**src/rtl/router_pkg.sv**
```systemverilog
// Shared types and helpers for the router packet transmitter.
package router_pkg;

  localparam int PKT_DATA_W  = 8;
  localparam int PKT_MAX_LEN = 63;

  localparam logic [1:0] ADDR_INVALID = 2'b11;

  typedef enum logic [2:0] {
    ST_IDLE,
    ST_LOAD,
    ST_HEADER,
    ST_PAYLOAD,
    ST_PARITY,
    ST_GAP
  } state_t;

  // Header byte layout: length in [7:2], destination in [1:0].
  function automatic logic [7:0] make_hdr(input logic [5:0] len, input logic [1:0] addr);
    return {len, addr};
  endfunction

  function automatic logic [5:0] hdr_len(input logic [7:0] hdr);
    return hdr[7:2];
  endfunction

  function automatic logic [1:0] hdr_addr(input logic [7:0] hdr);
    return hdr[1:0];
  endfunction

  function automatic logic [7:0] parity_step(input logic [7:0] par, input logic [7:0] data);
    return par ^ data;
  endfunction

endpackage

```
**src/rtl/router_tx_buf.sv**
```systemverilog
// Payload byte store: synchronous write, asynchronous read, no reset on the array.
module router_tx_buf
  import router_pkg::*;
#(
  parameter int DATA_W = PKT_DATA_W,
  parameter int DEPTH  = PKT_MAX_LEN + 1,
  localparam int AW    = $clog2(DEPTH)
) (
  input  logic              clock,
  input  logic              we,
  input  logic [AW-1:0]     waddr,
  input  logic [DATA_W-1:0] wdata,
  input  logic [AW-1:0]     raddr,
  output logic [DATA_W-1:0] rdata
);

  logic [DATA_W-1:0] mem [DEPTH];

  always_ff @(posedge clock) begin
    if (we) mem[waddr] <= wdata;
  end

  assign rdata = mem[raddr];

endmodule

```
**src/rtl/router_pkt_tx.sv**
```systemverilog
// Source end of the 1x3 router: buffers a payload, then sends header, payload
// and XOR parity onto the router input port while honouring busy.
//
// state   | meaning
// IDLE    | waiting for start; bad config pulses cfg_err
// LOAD    | collecting payload bytes from upstream into the buffer
// HEADER  | header {len,addr} on the wire
// PAYLOAD | payload byte rcnt on the wire
// PARITY  | parity byte on the wire, pkt_valid low
// GAP     | one idle cycle, done pulses
module router_pkt_tx
  import router_pkg::*;
#(
  parameter int DATA_W  = PKT_DATA_W,
  parameter int MAX_LEN = PKT_MAX_LEN,
  localparam int LEN_W  = $clog2(MAX_LEN + 1)
) (
  input  logic              clock,
  input  logic              resetn,
  input  logic              start,
  input  logic [1:0]        dest_addr,
  input  logic [LEN_W-1:0]  pay_len,
  input  logic              src_valid,
  input  logic [DATA_W-1:0] src_data,
  output logic              src_ready,
  input  logic              busy,
  input  logic              err,
  output logic [DATA_W-1:0] data_out,
  output logic              pkt_valid,
  output logic              tx_active,
  output logic              done,
  output logic              cfg_err,
  output logic              pkt_err
);

  localparam logic [LEN_W-1:0] LEN_ONE = LEN_W'(1);

  state_t            state;
  logic [1:0]        addr_q;
  logic [LEN_W-1:0]  len_q;
  logic [LEN_W-1:0]  wcnt;
  logic [LEN_W-1:0]  rcnt;
  logic [LEN_W-1:0]  raddr;
  logic [DATA_W-1:0] parity_q;
  logic [DATA_W-1:0] rd_data;
  logic              we;
  logic              last_wr;
  logic              last_rd;

  assign we      = (state == ST_LOAD) && src_valid && src_ready;
  assign last_wr = (wcnt == len_q - LEN_ONE);
  assign last_rd = (rcnt == len_q - LEN_ONE);
  // Read address looks one byte ahead so the next byte is ready at the advancing edge.
  assign raddr   = (state == ST_HEADER) ? '0 : rcnt + LEN_ONE;

  router_tx_buf #(
    .DATA_W(DATA_W),
    .DEPTH (MAX_LEN + 1)
  ) u_buf (
    .clock(clock),
    .we   (we),
    .waddr(wcnt),
    .wdata(src_data),
    .raddr(raddr),
    .rdata(rd_data)
  );

  always_ff @(posedge clock) begin
    if (!resetn) begin
      state     <= ST_IDLE;
      addr_q    <= '0;
      len_q     <= '0;
      wcnt      <= '0;
      rcnt      <= '0;
      parity_q  <= '0;
      src_ready <= 1'b0;
      data_out  <= '0;
      pkt_valid <= 1'b0;
      tx_active <= 1'b0;
      done      <= 1'b0;
      cfg_err   <= 1'b0;
      pkt_err   <= 1'b0;
    end else begin
      done    <= 1'b0;
      cfg_err <= 1'b0;
      if ((state == ST_PARITY || state == ST_GAP) && err) pkt_err <= 1'b1;

      case (state)
        ST_IDLE: begin
          if (start) begin
            if (dest_addr == ADDR_INVALID || pay_len == '0) begin
              cfg_err <= 1'b1;
            end else begin
              addr_q    <= dest_addr;
              len_q     <= pay_len;
              wcnt      <= '0;
              rcnt      <= '0;
              pkt_err   <= 1'b0;
              parity_q  <= DATA_W'(make_hdr(pay_len, dest_addr));
              src_ready <= 1'b1;
              tx_active <= 1'b1;
              state     <= ST_LOAD;
            end
          end
        end
        ST_LOAD: begin
          if (we) begin
            parity_q <= parity_step(parity_q, src_data);
            wcnt     <= wcnt + LEN_ONE;
            if (last_wr) begin
              src_ready <= 1'b0;
              data_out  <= DATA_W'(make_hdr(len_q, addr_q));
              pkt_valid <= 1'b1;
              state     <= ST_HEADER;
            end
          end
        end
        ST_HEADER: begin
          if (!busy) begin
            data_out <= rd_data;
            rcnt     <= '0;
            state    <= ST_PAYLOAD;
          end
        end
        ST_PAYLOAD: begin
          if (!busy) begin
            if (last_rd) begin
              data_out  <= parity_q;
              pkt_valid <= 1'b0;
              state     <= ST_PARITY;
            end else begin
              data_out <= rd_data;
              rcnt     <= rcnt + LEN_ONE;
            end
          end
        end
        ST_PARITY: begin
          if (!busy) begin
            data_out <= '0;
            done     <= 1'b1;
            state    <= ST_GAP;
          end
        end
        ST_GAP: begin
          tx_active <= 1'b0;
          state     <= ST_IDLE;
        end
        default: state <= ST_IDLE;
      endcase
    end
  end

endmodule
```
**config.mk**
```make
export PLATFORM = sky130hd
export DESIGN_NAME = router_pkt_tx
export DESIGN_NICKNAME = d
export VERILOG_FILES = /design/src/rtl/router_pkg.sv /design/src/rtl/router_tx_buf.sv /design/src/rtl/router_pkt_tx.sv
export SDC_FILE = /design/constraint.sdc
export NUM_CORES = 1
export LEC_CHECK = 0
export ABC_AREA = 1
export BUFFER_PORTS_ARGS = -buffer_cell sky130_fd_sc_hd__buf_4
export CAP_MARGIN = 20
export CORE_MARGIN = 1
export CORE_UTILIZATION = 50
export DETAILED_ROUTE_END_ITERATION = 10
export GPL_TIMING_DRIVEN = 1
export HOLD_SLACK_MARGIN = 0.08
export PLACE_DENSITY = 0.66
export SLEW_MARGIN = 20
export SYNTH_ARGS = -nofsm -noshare
export SYNTH_HDL_FRONTEND = slang
export SYNTH_HIERARCHICAL = 1
export SYNTH_SLANG_ARGS = --single-unit
```
**constraint.sdc**
```tcl
create_clock -name clock -period 3.8 [get_ports clock]
set_input_delay 0.57 -clock clock [delete_from_list [all_inputs] [get_ports clock]]
set_output_delay 0.57 -clock clock [all_outputs]
set_load 0.02 [all_outputs]
```
; ---- Yosys cells after proc, flatten, opt, wreduce, memory -nomap -nowiden
; Memory sizes are Yosys's and may differ from the RTL's.
; Index checks and enable logic that the tools add are counted.
[totals]
ff_bits = 45
latchBits = 0
ramBits = 512
mem_bits_ro = 0
input_bits = 22
out_inout_bits = 14
elab_cells = 106
mem_count = 1
[memory_table]
columns = memory, depth, word_bits, read_ports, rd_clocked_by_memory_dff, write_ports, line_no
row1 = u_buf.mem, 64, 8, 1, 0, 1, router_tx_buf.sv:17  ; logic [DATA_W-1:0] mem [DEPTH];
[classes]
addsub = 3
n_mul = 0
div_mod_pow = 0
order_cmp = 0
eq_ne = 17
shifts = 0
n_mux = 48
bitwise_logic = 2
reduce_logical = 22
[ops]
columns = cell, count
row1 = $mux 8, 9
row2 = $mux 6, 7
row3 = $pmux 8 s4, 1
row4 = $mux 3, 8
row5 = $pmux 6 s3, 1
row6 = $mux 1, 16
row7 = $ne 2x2->1 const B, 8
row8 = $pmux 8 s2, 1
row9 = $pmux 3 s5, 1
row10 = $add 6x1->6 const B, 2
row11 = $eq 6x6->1, 2
row12 = $pmux 6 s2, 1
row13 = $reduce_and 6->1, 2
row14 = $reduce_and 5->1, 2
row15 = $reduce_and 3->1, 3
row16 = $reduce_and 8->1, 1
row17 = $xor 8x8->8, 1
row18 = $eq 3x2->1 const B, 2
row19 = $eq 3x3->1 const B, 2
row20 = $logic_not 6->1, 1
row21 = $pmux 1 s2, 3
row22 = $reduce_bool 2->1, 3
row23 = $sub 6x1->6 const B, 1
row24 = $reduce_and 4->1, 1
row25 = 10 further kinds, 13

; ---- Logic depth before layout (Yosys ltp)
; Gate-level depths: netlist of the first run.
[depth]
word_depth = 7
depth_mapped = 19
mapped_depth_nobuf = 16

; ---- Cells and area by module
; Netlist of the first run, hierarchy kept.
[by_module_without_submodules]
columns = module, instances, cells_per_inst, area_per_inst_um2
row1 = router_tx_buf, 1, 1797, 21179.1
row2 = router_pkt_tx, 1, 403, 2622.5

; ---- Least setup slack after synthesis of the first run
; No wires, ideal clock.
[synth_path]
path_type = input-to-reg
startpoint = in src_valid
endpoint = mem u_buf/mem[48][0] (netlist bit), enable pin
setup_time_ps = 395
t_arrival_ps = 2196
required_time_ps = 3405
path_slack_ps = 1209
cell_stages = 7
path_buffers = 1
cell_sequence = nand2_1 > inv_1 > nand2_2 > inv_1 > clkbuf_1 > nand4_1 > nor4_1
[synth_via]
elab_chain_cells = 4
[synth_lines]
columns = element, line_no
row1 = from (decl), router_pkt_tx.sv:23  ; input logic src_valid,
row2 = $logic_and 1x1->1 (2 in a row), router_pkt_tx.sv:50  ; assign we = (state == ST_LOAD) && src_valid && src_ready;
row3 = net we, router_pkt_tx.sv:46  ; logic we;
row4 = $mux 1, router_tx_buf.sv:20  ; if (we) mem[waddr] <= wdata;
row5 = $mux 1 (implied by the code), router_tx_buf.sv:20
row6 = to (decl), router_tx_buf.sv:17
; The timed path passes the listed nets, and every way through them passes these cells.

; ---- Worst setup path after layout of the first run
[layout_path]
startpoint = reg state[1]
endpoint = reg data_out[1]
[layout_via]
elab_chain_cells = 6
[layout_lines]
columns = element, line_no
row1 = from (decl), router_pkt_tx.sv:38  ; state_t state;
row2 = from (signal assigned), router_pkt_tx.sv:70  ; state <= ST_IDLE;
row3 = from (signal assigned), router_pkt_tx.sv:102  ; state <= ST_LOAD;
row4 = from (signal assigned), router_pkt_tx.sv:114  ; state <= ST_HEADER;
row5 = $eq 3x2->1 (*), router_pkt_tx.sv:54  ; assign raddr = (state == ST_HEADER) ? '0 : rcnt + LEN_ONE;
row6 = $mux 6 (*), router_pkt_tx.sv:54
row7 = net raddr[0], router_pkt_tx.sv:43  ; logic [LEN_W-1:0] raddr;
row8 = $mem_v2 64x8 (*), n/a
row9 = net rd_data[1], router_pkt_tx.sv:45  ; logic [DATA_W-1:0] rd_data;
row10 = $mux 8, router_pkt_tx.sv:127  ; if (last_rd) begin
row11 = $mux 8, router_pkt_tx.sv:126  ; if (!busy) begin
row12 = $pmux 8 s4 (*), router_pkt_tx.sv:88  ; case (state)
row13 = to (signal assigned), router_pkt_tx.sv:120  ; data_out <= rd_data;
row14 = to (signal assigned), router_pkt_tx.sv:128  ; data_out <= parity_q;
row15 = to (signal assigned), router_pkt_tx.sv:132  ; data_out <= rd_data;
row16 = to (decl), router_pkt_tx.sv:28  ; output logic [DATA_W-1:0] data_out,
; Mark *: on every way through the listed nets, which the timed path passes. The rest lies on a longest branch. The select of a mux whose other input is x is not followed.
; A chain may end at the register's enable or synchronous reset.

==> results of run 1 <==
cell type report:
cell class	instances	share of cell area
Inverter	53	0.00776
Multi-Input combinational cell	1465	0.243
Clock buffer	76	0.0571
Clock inverter	26	0.0104
Tap cell	607	0.0285
Timing Repair Buffer	131	0.0412
Sequential cell	557	0.612
cells by family after synthesis:
family | after synthesis | share of synthesized area
AND/OR/NAND/NOR | 1381 | 0.249
flip-flops | 557 | 0.684
buffers and inverters | 178 | 0.0451
AO/OA/AOI/OAI | 65 | 0.0148
XOR/XNOR | 16 | 0.00589
adder cells (fa/ha/maj) | 3 | 0.00158
cell usage in the layout (no fill, tap or decap), types with 9 or more instances in the layout:
cell                        instances
sky130_fd_sc_hd__nor2_1           103
sky130_fd_sc_hd__clkbuf_16         58
sky130_fd_sc_hd__clkinv_1           9
sky130_fd_sc_hd__dfxtp_1           45
sky130_fd_sc_hd__clkbuf_1          18
sky130_fd_sc_hd__buf_4            122
sky130_fd_sc_hd__nand3_1          464
sky130_fd_sc_hd__xor2_1            14
sky130_fd_sc_hd__buf_12             9
sky130_fd_sc_hd__clkinv_2           9
sky130_fd_sc_hd__nand2_1          759
sky130_fd_sc_hd__o21ai_0           21
sky130_fd_sc_hd__edfxtp_1         512
sky130_fd_sc_hd__inv_1             45
sky130_fd_sc_hd__nand4_1           19
sky130_fd_sc_hd__a21oi_1           32
synthesized netlist by cell type, drive strengths merged:
cell type,number
o21ai,22
buf,103
a211oi,1
nor4,8
o211ai,1
inv,52
nor3,5
clkinv,1
edfxtp,512
or2,3
nand3,466
and3,1
nor2,112
nand3b,3
xnor2,2
xor2,14
nand4,19
nand2,764
dfxtp,45
a311oi,2
ha,3
a31oi,6
clkbuf,22
a21oi,33
through the flow:
stage / hold WS [ns] / utilization / area [sq um]
floorplan: 0.457 / - / 23800
global placement: 0.457 / 0.531 / 24800
detailed placement: 0.461 / 0.531 / 24800
CTS: 0.149 / 0.569 / 26600
global route: 0.154 / 0.569 / 26600
finish: 0.174 / 0.569 / 26600
power by group through the flow:
stage / clock (mW) / sequential (mW) / combinational, mW
2_1_floorplan: 0 / 7.05 / 3.13
3_3_place_gp: 0 / 7.04 / 3.86
3_5_place_dp: 0 / 7.05 / 3.90
4_1_cts: 5.51 / 6.92 / 3.92
5_1_grt: 5.73 / 6.93 / 4.39
6_report: 5.42 / 6.92 / 3.94
layer usage:
metal | share of wire | vias to the layer above
met5 | 0 | -
met4 | 0.027 | 0
met3 | 0.078 | 109
met2 | 0.47 | 693
met1 | 0.43 | 8004
li1 | - | 7755
flip-flops by register name, indices dropped and copies added, names as in the netlist, 2 cells and up:
register / cells
addr_q: 2
data_out: 8
len_q: 6
parity_q: 8
rcnt: 6
state: 3
u_buf/mem: 512
wcnt: 6
worst max-delay path, cell delays in order (launching register included):
cell,delay [ns]
sky130_fd_sc_hd__dfxtp_1,0.43
sky130_fd_sc_hd__inv_1,0.14
sky130_fd_sc_hd__nor3_4,0.45
sky130_fd_sc_hd__nor2_4,0.11
sky130_fd_sc_hd__inv_6,0.40
sky130_fd_sc_hd__buf_4,0.32
sky130_fd_sc_hd__nand2_1,0.07
sky130_fd_sc_hd__nand3_1,0.08
sky130_fd_sc_hd__nand3_1,0.10
sky130_fd_sc_hd__nand2_1,0.14
sky130_fd_sc_hd__nand2_1,0.06
sky130_fd_sc_hd__nand3_1,0.18
sky130_fd_sc_hd__nand3_1,0.20
sky130_fd_sc_hd__nand2_1,0.11
sky130_fd_sc_hd__nand2_1,0.06
sky130_fd_sc_hd__nand2_1,0.07
sky130_fd_sc_hd__nand2_1,0.05
sky130_fd_sc_hd__a21oi_1,0.11
path summary, 6_finish.rpt:
check,start,to,slack [ns]
worst max-delay path,state[1]$_SDFFE_PN0P_,data_out[1]$_SDFFE_PN0P_,0.57
worst min register to register,data_out[7]$_SDFFE_PN0P_,data_out[7]$_SDFFE_PN0P_,0.49
worst max register to register,state[1]$_SDFFE_PN0P_,data_out[1]$_SDFFE_PN0P_,0.57
worst min-delay path,busy,done$_SDFF_PN0_,0.17
==> out/metrics.sh, run 1 <==
CRIT_ARRIVAL_NS=3.77
P_SEQ_FRAC=0.425
LAYOUT-DRIVE-GT1-SHARE=0.102
NUM_ANTENNA_CELLS=0
MAX_CAP_VIOL_COUNT=0
CRIT_FANOUT=59
LAYOUT_SETUP_WS_NS=0.568
FF2FF_PATH_DEPTH=17
DIEAREA_SQ_UM=48500
FINAL.SETUP.TNS_NS=0
POSTSYNTHNETCOUNT=2225
START_TO_END_TYPE_OF_THE_WORST_SETUP_PATH='reg2reg'
OUTCOME='completed'
CLOCK_POWER_SHARE=0.333
NUMBER_OF_BUFFERS_INSERTED_DURING_CLOCK_TREE_SYNTHESIS=57
CTS_POST_SETUP_BUFFERS_INSERTED=0
FIRSTDRTPASSITERS=6
DPL_WORST_SLACK_NS=0.681
ANTENNA_VIOLATIONS_BEFORE_REPAIR=0
PORTBUFFERS=35
PERIOD_NEEDED_NS=3.23
RSZ0062_AT_GRT='false'
YS_FF_LATCH=557
DRT.ANTENNA.VIOLATING_NETS=0
WIRE_PER_INST_UM=20.4
CLOCK_TREE_FROM_TRITONCTS='built'
LAYOUT.AREA.SEQ_SQ_UM=16300
TIMING.SLEW.HEADROOM=0.403
USE_MET1=0.356
SYN-INSTANCE-COUNT=2200
HOLD-PATH-CELL-COUNT=2
CTSHOLDBUFFERS=0
MAXSLEWVIOLCOUNT=0
SKEW_NS=0.0148
WIRE_LENGTH_OF_THE_FIRST_GLOBAL_ROUTING_PASS_UM=91500
FINALNETCOUNT=2290
WORST-SLEW-PIN-TRANSITION_NS=0.895
TRACK_USAGE=0.251
CLK_PIN_SLEW_NS=0.06
SYNTHESIS.AREA_PER_INSTANCE_SQ_UM=10.8
H-TREE-DEPTH=2
CLK_SINKS=557
YS_WARN_COUNT=6
CRIT_PATH_REQUIRED_TIME_NS=4.34
HOLD_CLASS='in2reg'
TOTAL_POWER_mW=16.3
SWITCHING_SHARE=0.320
SETUP.WORST_PATH.END_CLASS='flop'
STARTING_DENSITY_OF_THE_CORE=0.509
FP-ROW-COUNT=79
PIN_COUNT_OF_THE_BIGGEST_NET_ENTERING_GLOBAL_ROUTING=129
POST_CTS.RESIZED_INSTANCES=0
NETSWITCHINGPOWER_mW=5.20
SYNTH_TOP_CELL_AREA_SHARE=0.646
DPL.CELL_COUNT=2813
GRT_BUSIEST_LAYER='met2'
FLOORPLAN.DIE.HEIGHT_UM=220
SEQ_AREA_FRAC_SYNTH=0.684
DESIGN.PORTCOUNT=36
FIRST_GLOBAL_VIAS=15500
CRITPATHLAUNCHTYPE='flop'
USE_MET2=0.395
GLOBALPLACE.CONGESTION=0.902
ROUTE.DETAILED.VIAS_PER_INST=5.68
GRT.OVERFLOW.TOTAL=0
PLACEABLECOREAREA_SQ_UM=46800
CTS.PATH.MAX_BUFFERS=3
TOTAL_LEAKAGE_POWER_nW=9.79
SYNTHDOMINANTAREACELLTYPE='sky130_fd_sc_hd__edfxtp_1'
HOLD_VIOLATIONS=0
DETAIL_ROUTE.WIRELENGTH_UM=59600
INTPOWER_mW=11.1
PLACE.DETAILED.HPWL_UM=34500
ROUTE.DETAILED.DRC=0
N_FILL_CELL=3898
POWER_PER_CELL_AREA_nW_PER_UM2=612
MAX_FREQ_GHz=0.309
YOSYS-TOP-CELLS-AREA='sky130_fd_sc_hd__edfxtp_1 (65%), sky130_fd_sc_hd__nand2_1 (12%), sky130_fd_sc_hd__nand3_1 (9.8%), sky130_fd_sc_hd__dfxtp_1 (3.8%), sky130_fd_sc_hd__buf_6 (1.7%)'
SYNTH.CELL_AREA_SQ_UM=23800
GRT_USE_MET3=0.0437
CLK_ROOT_BUFFER_CELL='sky130_fd_sc_hd__clkbuf_16'
SYNTH_CELL_TYPE_COUNT=38
INITIALDRTVIOLATIONCOUNT=1704
FINALNONFILLERCELLS=2915
CLK-INSERTION-DELAY-LATE_NS=0.63
AREA.GROWTH.SYNTH_TO_FINAL_PCT=11.8
FINAL_MIN_PERIOD_OVER_CLOCK_PERIOD=0.851
MAX-VDD-IR-DROP_uV=574
FINALSETUPVIOLCOUNT=0
PWR-SHARE-COMB=0.242
ROUTED-VIA-COUNT=16600
DIE_X_UM=220
MULTIINPUTGATEAREA_SQ_UM=6480
Power figures use the tool's default switching activity.
==> run 2: changes to the inputs <==
Settings changed: BUFFER_PORTS_ARGS -buffer_cell sky130_fd_sc_hd__buf_4 to unset, DONT_BUFFER_PORTS set to 1, PLACE_DENSITY 0.66 to unset.
==> out/metrics.sh, run 2 (synthesized netlist as in run 1, its figures left out) <==
TRACK_USAGE=0.269  # was 0.251
DETAIL_ROUTE.WIRELENGTH_UM=63800  # was 59600 um
LARGEST_REG_FLOPS=512  # unchanged
START_TO_END_TYPE_OF_THE_WORST_SETUP_PATH='reg2reg'  # unchanged
FP-ROW-COUNT=79  # unchanged
CLK_ROOT_BUFFER_CELL='sky130_fd_sc_hd__clkbuf_16'  # unchanged
HOLD_VIOLATIONS=0  # unchanged
REGTOREGSETUPSLACK_NS=0.62  # was 0.57 ns
TOTAL_LEAKAGE_POWER_nW=9.71  # was 9.79 nW
ANTENNA_VIOLATIONS_BEFORE_REPAIR=0  # unchanged
TIMING.SLEW.HEADROOM=0.289  # was 0.403
FLOORPLAN.DIE.HEIGHT_UM=220  # unchanged
WORST-SLEW-PIN-TRANSITION_NS=1.07  # was 0.895 ns
CP_TOP_FAMILY='simple AND/OR/NAND/NOR gates'  # unchanged
ROUTE.DETAILED.VIAS_PER_INST=5.75  # was 5.68
CLK_SINKS=557  # unchanged
DIE_X_UM=220  # unchanged
PLACEABLECOREAREA_SQ_UM=46800  # unchanged
WORSTHOLDSTART='resetn'  # was busy
HOLDPATHEND='addr_q[0]$_SDFFE_PN0P_'  # was done$_SDFF_PN0_
BIGGESTREGSBYFLOPS='u_buf/mem x512, data_out x8, parity_q x8'  # unchanged
FINALNETCOUNT=2254  # was 2290
REGISTERS.TOP_BY_FF_COUNT='u_buf/mem'  # unchanged
WORSTREG2REGSTART='state[1]$_SDFFE_PN0P_'  # unchanged
TOTAL_POWER_mW=16.7  # was 16.3 mW
OUTCOME='completed'  # unchanged
FINALSETUPVIOLCOUNT=0  # unchanged
STARTING_DENSITY_OF_THE_CORE=0.509  # unchanged
POST_CTS.RESIZED_INSTANCES=0  # unchanged
LAYOUT-DRIVE-GT1-SHARE=0.0914  # was 0.102
DESIGN.PORTCOUNT=36  # unchanged
FINISH.UTILIZATION=0.569  # about the same
N_FILL_CELL=3994  # was 3898
CTSHOLDBUFFERS=12  # was 0
INITIALDRTVIOLATIONCOUNT=1653  # was 1704
CRITPATHLAUNCHTYPE='flop'  # unchanged
GLOBALPLACE.CONGESTION=0.879  # was 0.902
SETUP.WORST_PATH.END_CLASS='flop'  # unchanged
CRIT_FANOUT=32  # was 59
DRT.ANTENNA.VIOLATING_NETS=0  # unchanged
ROUTE.DETAILED.DRC=0  # unchanged
SLOWEST_DELAY_NS=0.48  # was 0.45 ns
PERIOD_NEEDED_NS=3.18  # was 3.23 ns
PATH_BUF_INV=3  # unchanged
PIN_COUNT_OF_THE_BIGGEST_NET_ENTERING_GLOBAL_ROUTING=182  # was 129
CTS.PATH.MAX_BUFFERS=3  # unchanged
CRIT_CHAIN='inv_1, nor3_4, nor2_4, inv_2, buf_4, nand3_1, nand2_1, nand2_1, nand3_1, nand3_1, nand2_1, nand2_1, nand2_1, nand2_1, a21oi_1'  # was inv_1, nor3_4, nor2_4, inv_6, buf_4, nand2_1, nand3_1, nand3_1, nand2_1, nand2_1, nand3_1, nand3_1, nand2_1, nand2_1, nand2_1, nand2_1, a21oi_1
CRITICAL_PATH.SLOWEST_CELL='sky130_fd_sc_hd__buf_4'  # was sky130_fd_sc_hd__nor3_4
AREA.GROWTH.SYNTH_TO_FINAL_PCT=11.8  # about the same
HOLD-PATH-CELL-COUNT=2  # unchanged
MAX_CAP_VIOL_COUNT=0  # unchanged
CLOCK_TREE_FROM_TRITONCTS='built'  # unchanged
SKEW_NS=0.0142  # was 0.0148 ns
DIEAREA_SQ_UM=48500  # unchanged
LAYOUT_COMMON_CELLS='sky130_fd_sc_hd__nand2_1 (759), sky130_fd_sc_hd__edfxtp_1 (512), sky130_fd_sc_hd__nand3_1 (464)'  # unchanged
WIRE_LENGTH_OF_THE_FIRST_GLOBAL_ROUTING_PASS_UM=97500  # was 91500 um
FIRSTDRTPASSITERS=5  # was 6
MAX_FREQ_GHz=0.315  # was 0.309 GHz
MAXSLEWVIOLCOUNT=0  # unchanged
H-TREE-DEPTH=2  # unchanged
REG2REG_TO='data_out[3]$_SDFFE_PN0P_'  # was data_out[1]$_SDFFE_PN0P_
FINAL_AREA_SQ_UM=26600  # about the same
MAX-VDD-IR-DROP_uV=547  # was 574 uV
CRIT_PATH_REQUIRED_TIME_NS=4.33  # was 4.34 ns
WIRE_PER_INST_UM=22.1  # was 20.4 um
PORTBUFFERS=0  # was 35
PLACED_CELL_AREA_SQ_UM=24400  # was 24800 sq um
FF2FF_PATH_DEPTH=15  # was 17
FINALNONFILLERCELLS=2883  # was 2915
FINAL.SETUP.TNS_NS=0  # unchanged
CTS_POST_SETUP_BUFFERS_INSERTED=0  # unchanged
POWER_PER_CELL_AREA_nW_PER_UM2=627  # was 612 nW/um^2
FINAL_MIN_PERIOD_OVER_CLOCK_PERIOD=0.836  # was 0.851
CLK_PIN_SLEW_NS=0.06  # about the same
CLK-INSERTION-DELAY-LATE_NS=0.62  # was 0.63 ns
RSZ0062_AT_GRT='false'  # unchanged
PLACE.DETAILED.HPWL_UM=36500  # was 34500 um
NUMBER_OF_BUFFERS_INSERTED_DURING_CLOCK_TREE_SYNTHESIS=57  # unchanged
HOLD_CLASS='in2reg'  # unchanged
FIRST_GLOBAL_VIAS=15900  # was 15500
NUM_ANTENNA_CELLS=0  # unchanged
FINAL_COMMON_CELL='sky130_fd_sc_hd__nand2_1'  # unchanged
GRT.OVERFLOW.TOTAL=0  # unchanged
CRIT_TOP_CELL='sky130_fd_sc_hd__nand2_1'  # unchanged
CRIT_ARRIVAL_NS=3.71  # was 3.77 ns
DPL.CELL_COUNT=2765  # was 2813
ROUTED-VIA-COUNT=16600  # about the same
## run 2: worst reg2reg max path, cell delays in order, from the launching register on
cell	delay [ns]
sky130_fd_sc_hd__dfxtp_1	0.42
sky130_fd_sc_hd__inv_1	0.14
sky130_fd_sc_hd__nor3_4	0.45
sky130_fd_sc_hd__nor2_4	0.08
sky130_fd_sc_hd__inv_2	0.44
sky130_fd_sc_hd__buf_4	0.49
sky130_fd_sc_hd__nand3_1	0.20
sky130_fd_sc_hd__nand2_1	0.11
sky130_fd_sc_hd__nand2_1	0.05
sky130_fd_sc_hd__nand3_1	0.11
sky130_fd_sc_hd__nand3_1	0.19
sky130_fd_sc_hd__nand2_1	0.13
sky130_fd_sc_hd__nand2_1	0.06
sky130_fd_sc_hd__nand2_1	0.07
sky130_fd_sc_hd__nand2_1	0.04
sky130_fd_sc_hd__a21oi_1	0.11
## run 2: layout make-up
type                            count  area, sq um  area share
Sequential cell                   557        16300       0.612
Multi-Input combinational cell   1465         6480       0.244
Clock buffer                       67         1460      0.0550
Timing Repair Buffer               95          983      0.0370
Clock inverter                     39          432      0.0162
Inverter                           53          206     0.00776
Tap cell                          607          759      0.0286
## run 2: worst max path at each step
stage                               start                    endpoint  cells past startpoint
CTS                 state[1]$_SDFFE_PN0P_    data_out[3]$_SDFFE_PN0P_                     15
global placement    state[1]$_SDFFE_PN0P_    data_out[5]$_SDFFE_PN0P_                     15
finish              state[1]$_SDFFE_PN0P_    data_out[3]$_SDFFE_PN0P_                     15
detailed placement  state[1]$_SDFFE_PN0P_    data_out[5]$_SDFFE_PN0P_                     15
floorplan                       src_valid  u_buf/mem[48][0]$_DFFE_PP_                      7
global route        state[1]$_SDFFE_PN0P_    data_out[7]$_SDFFE_PN0P_                     15
## run 2: metal layers
layer  track usage  vias up  part of all wire
li1              -     7698                 -
met1         0.391     8103              0.44
met2         0.418      658              0.46
met3        0.0423      117             0.071
met4        0.0825        0             0.030
met5             0        -                 0
## run 2: per-stage QoR
step           setup WS (ns)  hold slack [ns]
5_1_grt                0.414           0.0990
4_1_cts                0.652           0.0803
2_1_floorplan           1.21            0.457
3_3_place_gp           0.673            0.494
6_report               0.622            0.104
3_5_place_dp           0.665            0.506
## run 2: power by group
part	leakage [nW]	switching [mW]	internal [mW]	total, mW
logic	3.82	2.86	1.12	3.98
clock network	0.926	2.35	3.36	5.71
registers	4.97	0.210	6.79	7.00
